`src/rtl/mem_access_ctrl_pkg.sv`:
```
// Shared definitions for the MEM-stage data-memory sequencer:
// access-size codes, FSM state encoding and alignment helpers.
package mem_access_ctrl_pkg;

    localparam logic [2:0] SlWord      = 3'd0;
    localparam logic [2:0] SlHalf      = 3'd1;
    localparam logic [2:0] SlByte      = 3'd2;
    localparam logic [2:0] SlHalfu     = 3'd3;
    localparam logic [2:0] SlByteu     = 3'd4;
    localparam logic [2:0] SlWordleft  = 3'd5;
    localparam logic [2:0] SlWordright = 3'd6;

    typedef enum logic [1:0] {
        StIdle = 2'd0,
        StBusy = 2'd1,
        StDone = 2'd2
    } state_e;

    function automatic logic is_misaligned(input logic [2:0] code, input logic [1:0] addr);
        logic mis;
        mis = 1'b0;
        case (code)
            SlWord:          mis = (addr != 2'b00);
            SlHalf, SlHalfu: mis = addr[0];
            default:         mis = 1'b0;
        endcase
        return mis;
    endfunction

    // Stores only exist in word, half and byte sizes.
    function automatic logic is_store_code(input logic [2:0] code);
        return (code == SlWord) || (code == SlHalf) || (code == SlByte);
    endfunction

endpackage

```
`src/rtl/mem_access_ctrl_store_lane_gen.sv`:
```
// Byte-enable and lane-replicated write data for the data-memory bus.
module mem_access_ctrl_store_lane_gen
    import mem_access_ctrl_pkg::*;
(
    input  logic        we_i,
    input  logic [2:0]  slctrl_i,
    input  logic [1:0]  addr_i,
    input  logic [31:0] wdata_i,
    output logic [3:0]  be_o,
    output logic [31:0] wdata_o
);

    always_comb begin
        be_o    = 4'b1111;
        wdata_o = wdata_i;
        if (we_i) begin
            case (slctrl_i)
                SlHalf: begin
                    be_o    = 4'b0011 << {addr_i[1], 1'b0};
                    wdata_o = {2{wdata_i[15:0]}};
                end
                SlByte: begin
                    be_o    = 4'b0001 << addr_i;
                    wdata_o = {4{wdata_i[7:0]}};
                end
                default: ;
            endcase
        end
    end

endmodule

```
`src/rtl/mem_access_ctrl.sv`:
```
// MEM-stage data-memory sequencer: alignment checks, registered bus
// request with variable-latency ack, pipeline stall and bus timeout.
module mem_access_ctrl
    import mem_access_ctrl_pkg::*;
#(
    parameter int unsigned TIMEOUT = 255,
    parameter int unsigned TO_W    = 8
) (
    input  logic        clk_i,
    input  logic        reset_i,
    input  logic        req_valid_i,
    input  logic        req_we_i,
    input  logic [31:0] req_addr_i,
    input  logic [31:0] req_wdata_i,
    input  logic [2:0]  req_slctrl_i,
    output logic        stall_o,
    output logic        bus_req_o,
    output logic        bus_we_o,
    output logic [31:0] bus_addr_o,
    output logic [3:0]  bus_be_o,
    output logic [31:0] bus_wdata_o,
    input  logic        bus_ack_i,
    input  logic [31:0] bus_rdata_i,
    output logic        rsp_valid_o,
    output logic [31:0] rsp_memd_o,
    output logic [1:0]  rsp_bytesel_o,
    output logic        exc_adel_o,
    output logic        exc_ades_o,
    output logic        bus_err_o
);

    state_e            state_q, state_d;
    logic              bus_req_q, bus_req_d;
    logic              bus_we_q, bus_we_d;
    logic [31:0]       bus_addr_q, bus_addr_d;
    logic [3:0]        bus_be_q, bus_be_d;
    logic [31:0]       bus_wdata_q, bus_wdata_d;
    logic              rsp_valid_q, rsp_valid_d;
    logic [31:0]       rsp_memd_q, rsp_memd_d;
    logic [1:0]        rsp_bytesel_q, rsp_bytesel_d;
    logic              bus_err_q, bus_err_d;
    logic [TO_W-1:0]   cnt_q, cnt_d;

    logic [3:0]  lane_be;
    logic [31:0] lane_wdata;
    logic        misaligned;
    logic        illegal;
    logic        in_idle;
    logic        accept;

    mem_access_ctrl_store_lane_gen u_lane_gen (
        .we_i     (req_we_i),
        .slctrl_i (req_slctrl_i),
        .addr_i   (req_addr_i[1:0]),
        .wdata_i  (req_wdata_i),
        .be_o     (lane_be),
        .wdata_o  (lane_wdata)
    );

    always_comb begin
        misaligned = is_misaligned(req_slctrl_i, req_addr_i[1:0]);
        illegal    = req_we_i & ~is_store_code(req_slctrl_i);
        in_idle    = (state_q == StIdle);
        exc_adel_o = in_idle & req_valid_i & misaligned & ~req_we_i;
        exc_ades_o = in_idle & req_valid_i & req_we_i & (misaligned | illegal);
        accept     = in_idle & req_valid_i & ~misaligned & ~illegal;
        stall_o    = accept | (state_q == StBusy);
    end

    always_comb begin
        state_d       = state_q;
        bus_req_d     = bus_req_q;
        bus_we_d      = bus_we_q;
        bus_addr_d    = bus_addr_q;
        bus_be_d      = bus_be_q;
        bus_wdata_d   = bus_wdata_q;
        rsp_valid_d   = rsp_valid_q;
        rsp_memd_d    = rsp_memd_q;
        rsp_bytesel_d = rsp_bytesel_q;
        bus_err_d     = bus_err_q;
        cnt_d         = cnt_q;

        unique case (state_q)
            StIdle: begin
                if (accept) begin
                    bus_req_d     = 1'b1;
                    bus_we_d      = req_we_i;
                    bus_addr_d    = {req_addr_i[31:2], 2'b00};
                    bus_be_d      = lane_be;
                    bus_wdata_d   = lane_wdata;
                    rsp_bytesel_d = req_addr_i[1:0];
                    cnt_d         = '0;
                    state_d       = StBusy;
                end
            end
            StBusy: begin
                cnt_d = cnt_q + TO_W'(1);
                // An ack in the final allowed cycle still wins over the timeout.
                if (bus_ack_i) begin
                    rsp_memd_d  = bus_we_q ? 32'h0 : bus_rdata_i;
                    bus_req_d   = 1'b0;
                    rsp_valid_d = 1'b1;
                    state_d     = StDone;
                end else if (cnt_q == TO_W'(TIMEOUT - 1)) begin
                    rsp_memd_d  = 32'h0;
                    bus_req_d   = 1'b0;
                    bus_err_d   = 1'b1;
                    rsp_valid_d = 1'b1;
                    state_d     = StDone;
                end
            end
            StDone: begin
                rsp_valid_d = 1'b0;
                bus_err_d   = 1'b0;
                cnt_d       = '0;
                state_d     = StIdle;
            end
            default: state_d = StIdle;
        endcase
    end

    always_ff @(posedge clk_i) begin
        if (reset_i) begin
            state_q       <= StIdle;
            bus_req_q     <= 1'b0;
            bus_we_q      <= 1'b0;
            bus_addr_q    <= 32'h0;
            bus_be_q      <= 4'h0;
            bus_wdata_q   <= 32'h0;
            rsp_valid_q   <= 1'b0;
            rsp_memd_q    <= 32'h0;
            rsp_bytesel_q <= 2'b00;
            bus_err_q     <= 1'b0;
            cnt_q         <= '0;
        end else begin
            state_q       <= state_d;
            bus_req_q     <= bus_req_d;
            bus_we_q      <= bus_we_d;
            bus_addr_q    <= bus_addr_d;
            bus_be_q      <= bus_be_d;
            bus_wdata_q   <= bus_wdata_d;
            rsp_valid_q   <= rsp_valid_d;
            rsp_memd_q    <= rsp_memd_d;
            rsp_bytesel_q <= rsp_bytesel_d;
            bus_err_q     <= bus_err_d;
            cnt_q         <= cnt_d;
        end
    end

    assign bus_req_o     = bus_req_q;
    assign bus_we_o      = bus_we_q;
    assign bus_addr_o    = bus_addr_q;
    assign bus_be_o      = bus_be_q;
    assign bus_wdata_o   = bus_wdata_q;
    assign rsp_valid_o   = rsp_valid_q;
    assign rsp_memd_o    = rsp_memd_q;
    assign rsp_bytesel_o = rsp_bytesel_q;
    assign bus_err_o     = bus_err_q;

endmodule

```
`config.mk`:
```
export PLATFORM = sky130hd
export DESIGN_NAME = mem_access_ctrl
export DESIGN_NICKNAME = d
export VERILOG_FILES = /design/src/rtl/mem_access_ctrl_pkg.sv /design/src/rtl/mem_access_ctrl_store_lane_gen.sv /design/src/rtl/mem_access_ctrl.sv
export SDC_FILE = /design/constraint.sdc
export NUM_CORES = 1
export LEC_CHECK = 0
export BUFFER_PORTS_ARGS = -buffer_cell sky130_fd_sc_hd__buf_2
export CAP_MARGIN = 5
export CORE_MARGIN = 3
export CORE_UTILIZATION = 35
export DETAILED_ROUTE_END_ITERATION = 10
export GPL_TIMING_DRIVEN = 0
export PLACE_DENSITY = 0.74
export REMOVE_ABC_BUFFERS = 1
export SYNTH_ARGS = -nofsm -noshare
export SYNTH_HDL_FRONTEND = slang
export SYNTH_HIERARCHICAL = 1
export SYNTH_SLANG_ARGS = --single-unit
```
`constraint.sdc`:
```
create_clock -name clk_i -period 1.8 [get_ports clk_i]
set_input_delay 0.18 -clock clk_i [delete_from_list [all_inputs] [get_ports clk_i]]
set_output_delay 0.18 -clock clk_i [all_outputs]
set_load 0.03 [all_outputs]
```
* Word level (Yosys, flattened, before mapping)
Cells that the tools add are included.
** Cells by class
- $add $sub $neg :: 1
- Eq/ne operators :: 10
- Shifts and indexed selects :: 2
- Mux-type cells :: 23
- Bitwise gates (word level) :: 14
- Reduce and logical (&&, ||, !) cells :: 17
** Operators with widths (count)
- two-way mux 32 bit :: 4
- case mux 32 bit (2 select lines) :: 1
- case mux 8 bit (3 select lines) :: 1
- AND reduction 2 bit :: 5
- adder 8 x 1 -> 8 bit, second input constant :: 1
- AND 1 bit :: 8
- equality test 8 bit, second input constant :: 1
- two-way mux 8 bit :: 1
- case mux 1 bit (2 select lines) :: 4
- case mux 4 bit (2 select lines) :: 1
- nonzero test 2 bit :: 4
- equality test 3 x 2 -> 1 bit, second input constant :: 2
- two-way mux 1 bit :: 6
- two-way mux 2 bit :: 3
- AND reduction 3 bit :: 2
- two-way mux 4 bit :: 1
- inequality test 2 x 1 -> 1 bit, second input constant :: 2
- inverter 1 bit :: 4
- case mux 2 bit (2 select lines) :: 1
- left shift 1 x 2 -> 4 bit, first input constant :: 1
- left shift 2 x 2 -> 4 bit, first input constant :: 1
- equality test 3 x 1 -> 1 bit, second input constant :: 1
- logical NOT 3 bit :: 1
- inequality test 3 x 2 -> 1 bit, second input constant :: 1
- other kinds (8) :: 10
** Word-level totals
- Bits in registers :: 114
- Bits of input ports :: 104
- Output and inout bits :: 109
- Logic and storage cells :: 78

* Longest topological paths before layout
Gate-level depths: netlist of run 1.
- Depth after elaboration :: 9
- Mapped depth :: 9
- Depth with buffers taken out :: 7

* Modules after synthesis
Netlist of run 1, hierarchy kept.
** Modules (own cells, without submodules)
- mem_access_ctrl :: instances 1, cells an instance 514, area an instance 4295.4 µm², sequential area each 2282.2 µm²
- mem_access_ctrl_store_lane_gen :: instances 1, cells an instance 92, area an instance 644.4 µm², sequential area each 0.0 µm²

* Worst setup path before layout of run 1
OpenSTA, ideal clock, no wires.
- Path type :: reg-to-output
- Start point :: register state_q[0]
- End point :: output port exc_adel_o
- Arrival time :: 1539 ps
- Data required time :: 1620 ps
- Slack :: 81 ps
- Cell stages (with the launch flop) :: 6
- Buffers on the path :: 1
- Cells stage by stage :: dfxtp_1 > inv_1 > ha_1 > clkbuf_1 > nand2_1 > nor3_1
** Between the ends
- Cells in the longest elaborated chain, start to end :: 4
** Ends and longest elaborated chain
- from (decl) :: RTL line mem_access_ctrl.sv:32 : state_e state_q, state_d;
- from (signal assigned) :: RTL line mem_access_ctrl.sv:124 : state_q <= StIdle;
- from (signal assigned) :: RTL line mem_access_ctrl.sv:136 : state_q <= state_d;
- logical NOT 2 bit :: RTL line mem_access_ctrl.sv:63 : in_idle = (state_q == StIdle);
- AND 1 bit (3 in a row) :: RTL line mem_access_ctrl.sv:64 : exc_adel_o = in_idle & req_valid_i & misaligned & ~req_we_i;
- to (decl) :: RTL line mem_access_ctrl.sv:27 : output logic exc_adel_o,
Every way passes these cells.

* Worst setup path in the final report of run 1
- Start point :: input port req_slctrl_i[0]
- End point :: output port stall_o
** Between the ends
- Cells in the longest elaborated chain, start to end :: 8
- Elaborated cells on any way between the ends :: 15
- Classes of those cells :: eq/ne: 3; mux: 1; bitwise: 7; reduce/logical: 4
** Ends and longest elaborated chain
- from (decl) :: RTL line mem_access_ctrl.sv:15 : input logic [2:0] req_slctrl_i,
- branches (longest 6 deep; another with equality test 3 x 1 -> 1 bit)
- AND 1 bit * :: RTL line mem_access_ctrl.sv:66 : accept = in_idle & req_valid_i & ~misaligned & ~illegal;
- bitwise OR 1 bit * :: RTL line mem_access_ctrl.sv:67 : stall_o = accept | (state_q == StBusy);
- to (decl) :: RTL line mem_access_ctrl.sv:16 : output logic stall_o,
Mark *: on every way between the ends.

==> results of run 1 <==
-- power breakdown --
group | switching, W | internal (W)
logic | 0.00166 | 0.00103
registers | 0.000162 | 0.00282
clock network | 0.00114 | 0.00244
total | 0.00296 | 0.00630
-- path summary, 6_finish.rpt --
kind,from,to,slack [ps],depth (start not counted)
worst min-delay path,bus_rdata_i[12],rsp_memd_o[12],20,3
worst min register to register,bus_addr_o[13],bus_addr_o[13],450,2
worst max-delay path,req_slctrl_i[0],stall_o,100,6
worst max register to register,state_q[0],cnt_q[6],110,5
-- cells in the mapped netlist, types with 2 or more instances --
master | n | area share [%]
buf_4 | 12 | 1.8
a211oi_1 | 8 | 1.2
or4b_1 | 4 | 0.81
nor2b_1 | 2 | 0.25
mux2_2 | 16 | 3.6
a21oi_1 | 82 | 8.3
o21ai_0 | 6 | 0.61
ha_1 | 7 | 1.8
nand2_1 | 152 | 12
a22oi_1 | 32 | 4.9
nand2b_1 | 15 | 1.9
a31oi_1 | 5 | 0.63
nand4_1 | 5 | 0.63
inv_1 | 8 | 0.61
or2_2 | 2 | 0.25
nand3_1 | 6 | 0.61
nor3_1 | 2 | 0.20
nand3b_1 | 5 | 0.76
o31ai_1 | 10 | 1.5
dfxtp_1 | 114 | 46
buf_2 | 14 | 1.4
clkbuf_1 | 27 | 2.1
nor2_1 | 45 | 3.4
mux2i_1 | 2 | 0.41
-- logic make-up after synthesis --
family / share of synthesized area [%]
and+or+nand+nor: 22.14
buffers and inverters: 6.206
muxes: 4.053
AOI/OAI and AO/OA: 19.38
DFF: 46.20
adders and majority gates: 1.773
other: 0.07591
xor gates and xnor gates: 0.1773
-- sequential cells by signal, indices dropped and copies added (netlist names) --
| name | flops |
|---|---|
| rsp_bytesel_o | 2 |
| bus_err_o | 1 |
| rsp_memd_o | 32 |
| rsp_valid_o | 1 |
| state_q | 2 |
| bus_be_o | 4 |
| bus_wdata_o | 32 |
| bus_req_o | 1 |
| bus_we_o | 1 |
| bus_addr_o | 30 |
| cnt_q | 8 |
-- stage by stage --
stage | total power [W] | hold WS [ps] | setup TNS, ps | std cells
final | 0.009254 | 20.71 | 0 | 1020
after floorplan | 0.004517 | 249.1 | -113770 | 552
after global placement | 0.005265 | 421.5 | -264720 | 938
after CTS | 0.009175 | 0.3428 | -1161 | 1012
after detailed placement | 0.005414 | 426.3 | -58020 | 947
after global routing | 0.009720 | 6.722 | -16.29 | 1020
-- repair_timing --
item	CTS	global route
cloned	0	1
endpoints found under the hold margin	32	0
setup endpoints to repair	113	91
pin swaps	4	3
buffers inserted	3	7
hold buffers	32	0
resized for setup	8	9
-- cell usage in the layout, fill, tap and decap left out, types with 5 or more instances in the layout --
cell type	netlist	layout
nand2b_1	15	15
o21ai_0	6	6
clkbuf_16	0	18
a211oi_1	8	8
nor2_1	45	42
inv_1	8	6
dlygate4sd3_1	0	32
nand2_1	152	152
mux2_2	16	16
nand4_1	5	5
a21oi_1	82	82
o31ai_1	10	10
ha_1	7	5
a31oi_1	5	5
nand3_1	6	6
dfxtp_1	114	112
buf_2	14	208
buf_8	0	6
a22oi_1	32	32
buf_4	12	8
nand3b_1	5	5
-- layer usage --
layer  track usage [%]  up-vias
li1                  -     2529
met1             23.32     2297
met2             29.93      215
met3             5.875       29
met4             7.866        0
met5                 0        -
-- critical path, cell delays in order --
cell and delay, ps:
buf_2 390, nor2b_1 140, o221ai_2 300, nand4_1 200, nand2b_1 110, buf_2 190
-- cell type report --
class,instances,area [µm²],share of cell area [%]
multi-input cells,430,2426,33.33
flip-flops and latches,114,2285,31.39
repair buffers,262,1683,23.12
clock buffers,21,480.5,6.601
well taps,176,220.2,3.026
clock inverters,9,153.9,2.114
inverters,8,30.03,0.4126
==> reports/qor.yml, run 1 <==
worstPathArrival_ps: 1520
initial_core_util_pct: 36.58
ctsHtreeMaxLevel: 4
grt_overflow: 0
vias_per_cell: 4.971
insertion_delay_ps: 410
fin_crit_ps: 1699
fp.dieW_um: 124.8
drtIter0Drc: 319
m1WireLength_mm: 6.483
end_kind: "output pin"
route.met2.wl_mm: 7.042
p_leak_nw: 3.196
n_antenna_cell: 0
ir_worst_vdd_v: 0.0007178
drc: 0
die_y_um: 124.8
grt_start_max_net_pins: 88
syn-mean-instance-area_um2: 8.151
cts_buffer_depth: 2
path_class: "in -> out"
hold_class: "in -> reg"
area_growth_pct: 47.34
die_area_um2: 15580
worstPathRequired_ps: 1620
num_rows: 42
setup_viol: 0
place_area_um2: 6113
post-dp-hpwl_mm: 10.00
status: "finished clean"
fin_nets: 944
drv_cap: 0
first_pass_iters: 5
yosys_warnings: 6
highest_layer: "met4"
fillCellCount: 1218
setup_ws_ps: 100.5
async_reset_ff_share_pct: 0
pre_cts_slack_ps: -700.7
clk_pin_slew_ps: 60
cts.sinks: 114
root_buffer: "clkbuf_16"
crit_path_max_fanout: 26
post_drt_wl_per_cell_um: 14.76
coreArea_um2: 13510
via_count: 5070
slew_violations: 0
numCtsBuffers: 17
ios: 213
final_util_pct: 53.89
grt_pass1_wl_mm: 23.89
syn_area_um2: 4940
antenna_found_initial: 0
synth_top_flop_cell: "dfxtp_1"
routed_wl_mm: 15.06
pwr_density_cell_nw_per_um2: 1272
timing.final.crit_share_pct: 94.42
fin_area_um2: 7278
io_buffer_count: 210
met3_length_mm: 1.222
globalRouteTotalUtil_pct: 18.73
skew_ps: 9.393
cp-start-kind: "primary input"
postRouteAntennaNets: 0
grt_pass1_vias: 4696
synth_edf_count: 0
gp_congestion: 0.7724
yosysUniqueCellTypes: 49
cts_tree: "done"
max_freq_mhz: 588.4
synthCells: 606
rsz0062_at_grt: "yes"
seq_area_frac_synth_pct: 46.20
drive_gt1_share_pct: 34.95
synth_seq_cells: 114
finalHoldViolations: 0
No activity file was read; power rests on OpenSTA's default activity.
==> run 2, diff against run 1 <==
--- a/config.mk
+++ b/config.mk
@@ -5,13 +5,14 @@
 export SDC_FILE = /design/constraint.sdc
 export NUM_CORES = 1
 export LEC_CHECK = 0
+export ABC_CLOCK_PERIOD_IN_PS = 2200
 export BUFFER_PORTS_ARGS = -buffer_cell sky130_fd_sc_hd__buf_2
 export CAP_MARGIN = 5
 export CORE_MARGIN = 3
 export CORE_UTILIZATION = 35
 export DETAILED_ROUTE_END_ITERATION = 10
 export GPL_TIMING_DRIVEN = 0
-export PLACE_DENSITY = 0.74
+export PLACE_DENSITY = 0.72
 export REMOVE_ABC_BUFFERS = 1
 export SYNTH_ARGS = -nofsm -noshare
 export SYNTH_HDL_FRONTEND = slang
==> constraint.sdc (replaced) <==
create_clock -name clk_i -period 2.2 [get_ports clk_i]
set_input_delay 0.22 -clock clk_i [delete_from_list [all_inputs] [get_ports clk_i]]
set_output_delay 0.22 -clock clk_i [all_outputs]
set_load 0.03 [all_outputs]
==> run 2 against run 1 <==
  * Flip-flop and latch count unchanged
  * Clock skew decreased by 4.7 ps
  * Sequential share of layout area up 2.0 points
  * Wire length is 5.8% lower
  * Critical path depth unchanged
  * Global-route usage shrank 0.86 points
  * Core utilization is 3.3 points lower
  * Via count down 3.6%
  * Worst setup slack improved by 96 ps
  * Final area decreased by 6.1%
  * Clock power down 16%
  * Sequential power shrank 18%
  * Critical endpoint unchanged
  * Highest routed layer is now met5
==> reports/qor.yml, run 2 (synthesized netlist as in run 1, its figures left out) <==
status: "finished clean"  # unchanged
insertion_delay_ps: 410  # about the same
ctsHtreeMaxLevel: 4  # unchanged
holdWs_ps: 49.72  # was 20.71 ps
fin_area_um2: 6837  # was 7278 µm²
io_buffer_count: 210  # unchanged
worstPathRequired_ps: 1980  # was 1620 ps
routed_wl_mm: 14.18  # was 15.06 mm
p_leak_nw: 3.021  # was 3.196 nW
cts_buffer_depth: 2  # unchanged
drc: 0  # unchanged
drv_cap: 0  # unchanged
seqPwrFrac_pct: 32.7  # was 32.2%
postRouteAntennaNets: 0  # unchanged
ir_worst_vdd_v: 0.0005605  # was 0.0007178 V
final_cell_mix: "buf_2, nand2_1, dfxtp_1"  # unchanged
grt_start_max_net_pins: 63  # was 88
fin_crit_ps: 2003
p_switching_w: 0.002359  # was 0.002958 W
post_drt_wl_per_cell_um: 14.42  # was 14.76 µm
first_pass_iters: 5  # unchanged
globalRouteTotalUtil_pct: 17.87  # was 18.73%
timing.final.crit_share_pct: 91.05
final_common_cell: "buf_2"  # unchanged
vias_per_cell: 4.974  # was 4.971
rsz0062_at_grt: "no"  # was yes
crit_path_max_fanout: 17  # was 26
max_freq_mhz: 499.2
die_y_um: 124.8  # unchanged
p_comb_share_pct: 27.0  # was 29.0%
max_stage_delay_ps: 340  # was 390 ps
max_slew_margin_pct: 58.69
setup_ws_ps: 196.8  # was 100.5 ps
p_int_w: 0.005075  # was 0.006296 W
skew_ps: 4.668  # was 9.393 ps
fillCellCount: 1323  # was 1218
area_growth_pct: 38.40  # was 47.34%
tns_ps: 0  # unchanged
grt_pass1_vias: 4516  # was 4696
coreArea_um2: 13510  # unchanged
ios: 213  # unchanged
place_area_um2: 6141  # was 6113 µm²
clock_power_share_pct: 40.3  # was 38.7%
finalHoldViolations: 0  # unchanged
die_area_um2: 15580  # unchanged
post-dp-hpwl_mm: 9.920  # was 10.00 mm
fin_nets: 905  # was 944
timing.rr.start: "state_q[1]"  # was state_q[0]
pwr_density_cell_nw_per_um2: 1087  # was 1272 nW/µm²
grt_pass1_wl_mm: 22.92  # was 23.89 mm
worstPathArrival_ps: 1780  # was 1520 ps
worstMarginPinSlew_ps: 619.7
cpMaxStageDelayCell: "dfxtp_1"  # was buf_2
holdCritStartpoint: "req_addr_i[18]"  # was bus_rdata_i[12]
startpoint: "state_q[1]"  # was req_slctrl_i[0]
drive_gt1_share_pct: 34.82  # was 34.95%
path_class: "reg -> out"  # was in -> out
antenna_found_initial: 1  # was 0
setup_viol: 0  # unchanged
clk_pin_slew_ps: 50  # was 60 ps
via_count: 4889  # was 5070
drtIter0Drc: 334  # was 319
cts.sinks: 114  # unchanged
cts_tree: "done"  # unchanged
slew_violations: 0  # unchanged
root_buffer: "clkbuf_16"  # unchanged
fp.dieW_um: 124.8  # unchanged
cp-start-kind: "flop"  # was primary input
hold_class: "in -> reg"  # unchanged
end_kind: "output pin"  # unchanged
initial_core_util_pct: 36.58  # unchanged
n_antenna_cell: 0  # unchanged
numCtsBuffers: 17  # unchanged
pre_cts_slack_ps: -45.19  # was -700.7 ps
num_rows: 42  # unchanged
swShare_pct: 31.73  # was 31.96%
path_cells: "inv_1 > ha_2 > nand4_1 > buf_8 > nand2b_1 > buf_2"  # was buf_2 > nor2b_1 > o221ai_2 > nand4_1 > nand2b_1 > buf_2
gp_congestion: 0.7888  # was 0.7724
grt_overflow: 0  # unchanged
run 2: cell types whose count changed in the layout (fill, tap and decap cells not counted), sizes merged:
cell	previous run	this run
clkinvlp	2	1
bufinv	4	5
clkinv	3	5
dlygate4sd3	32	0
buf	229	223
clkbuf	22	21
run 2: final timing paths:
kind	endpoint	slack, ps	cells past startpoint
hold reg to reg	bus_addr_o[20]	450	2
setup reg to reg	rsp_memd_o[26]	320	7
hold / removal	bus_addr_o[18]	50	3
setup / recovery	stall_o	200	6
run 2: metal layers:
layer / GRT usage [%] / up-vias / wire [µm]
met5: 0 / - / 17
met4: 6.770 / 2 / 262
met3: 6.389 / 22 / 1125
met2: 26.72 / 197 / 6380
met1: 23.60 / 2227 / 6391
li1: - / 2441 / -
run 2: timing repair:
| action | CTS | global route |
|---|---|---|
| pin swaps | 1 | 1 |
| setup buffers | 1 | 2 |
| hold buffers | 0 | 0 |
| resized for setup | 1 | 3 |
| setup endpoints to repair | 8 | 72 |
run 2: critical path: cells and delay by family (launching register included):
family                     cells  cell delay [ps]
buffers and inverters          3              520
DFF                            1              340
adders and majority gates      1              280
and+or+nand+nor                2              240
run 2: power by group through the flow:
stage               logic, W  clock network, W  registers, W
global route         0.00219           0.00317       0.00246
floorplan           0.000796                 0       0.00290
finish               0.00201           0.00299       0.00243
detailed placement   0.00198                 0       0.00247
CTS                  0.00199           0.00306       0.00243
global placement     0.00184                 0       0.00246
run 2: final cells by class:
type / count / area, µm² / share of cell area, %
Tap cell: 176 / 220.2 / 3.221
Multi-Input combinational cell: 430 / 2385 / 34.88
Sequential cell: 114 / 2282 / 33.38
Timing Repair Buffer: 223 / 1276 / 18.67
Inverter: 8 / 30.03 / 0.4392
Clock inverter: 11 / 182.7 / 2.672
Clock buffer: 21 / 460.4 / 6.735
run 2: stage by stage:
stage,total power (W),util [%],std cells
final,0.007435,50.62,983
after global routing,0.007819,50.62,983
after CTS,0.007481,50.31,981
after detailed placement,0.004444,45.47,948
after global placement,0.004304,43.97,938
after floorplan,0.003696,-,552
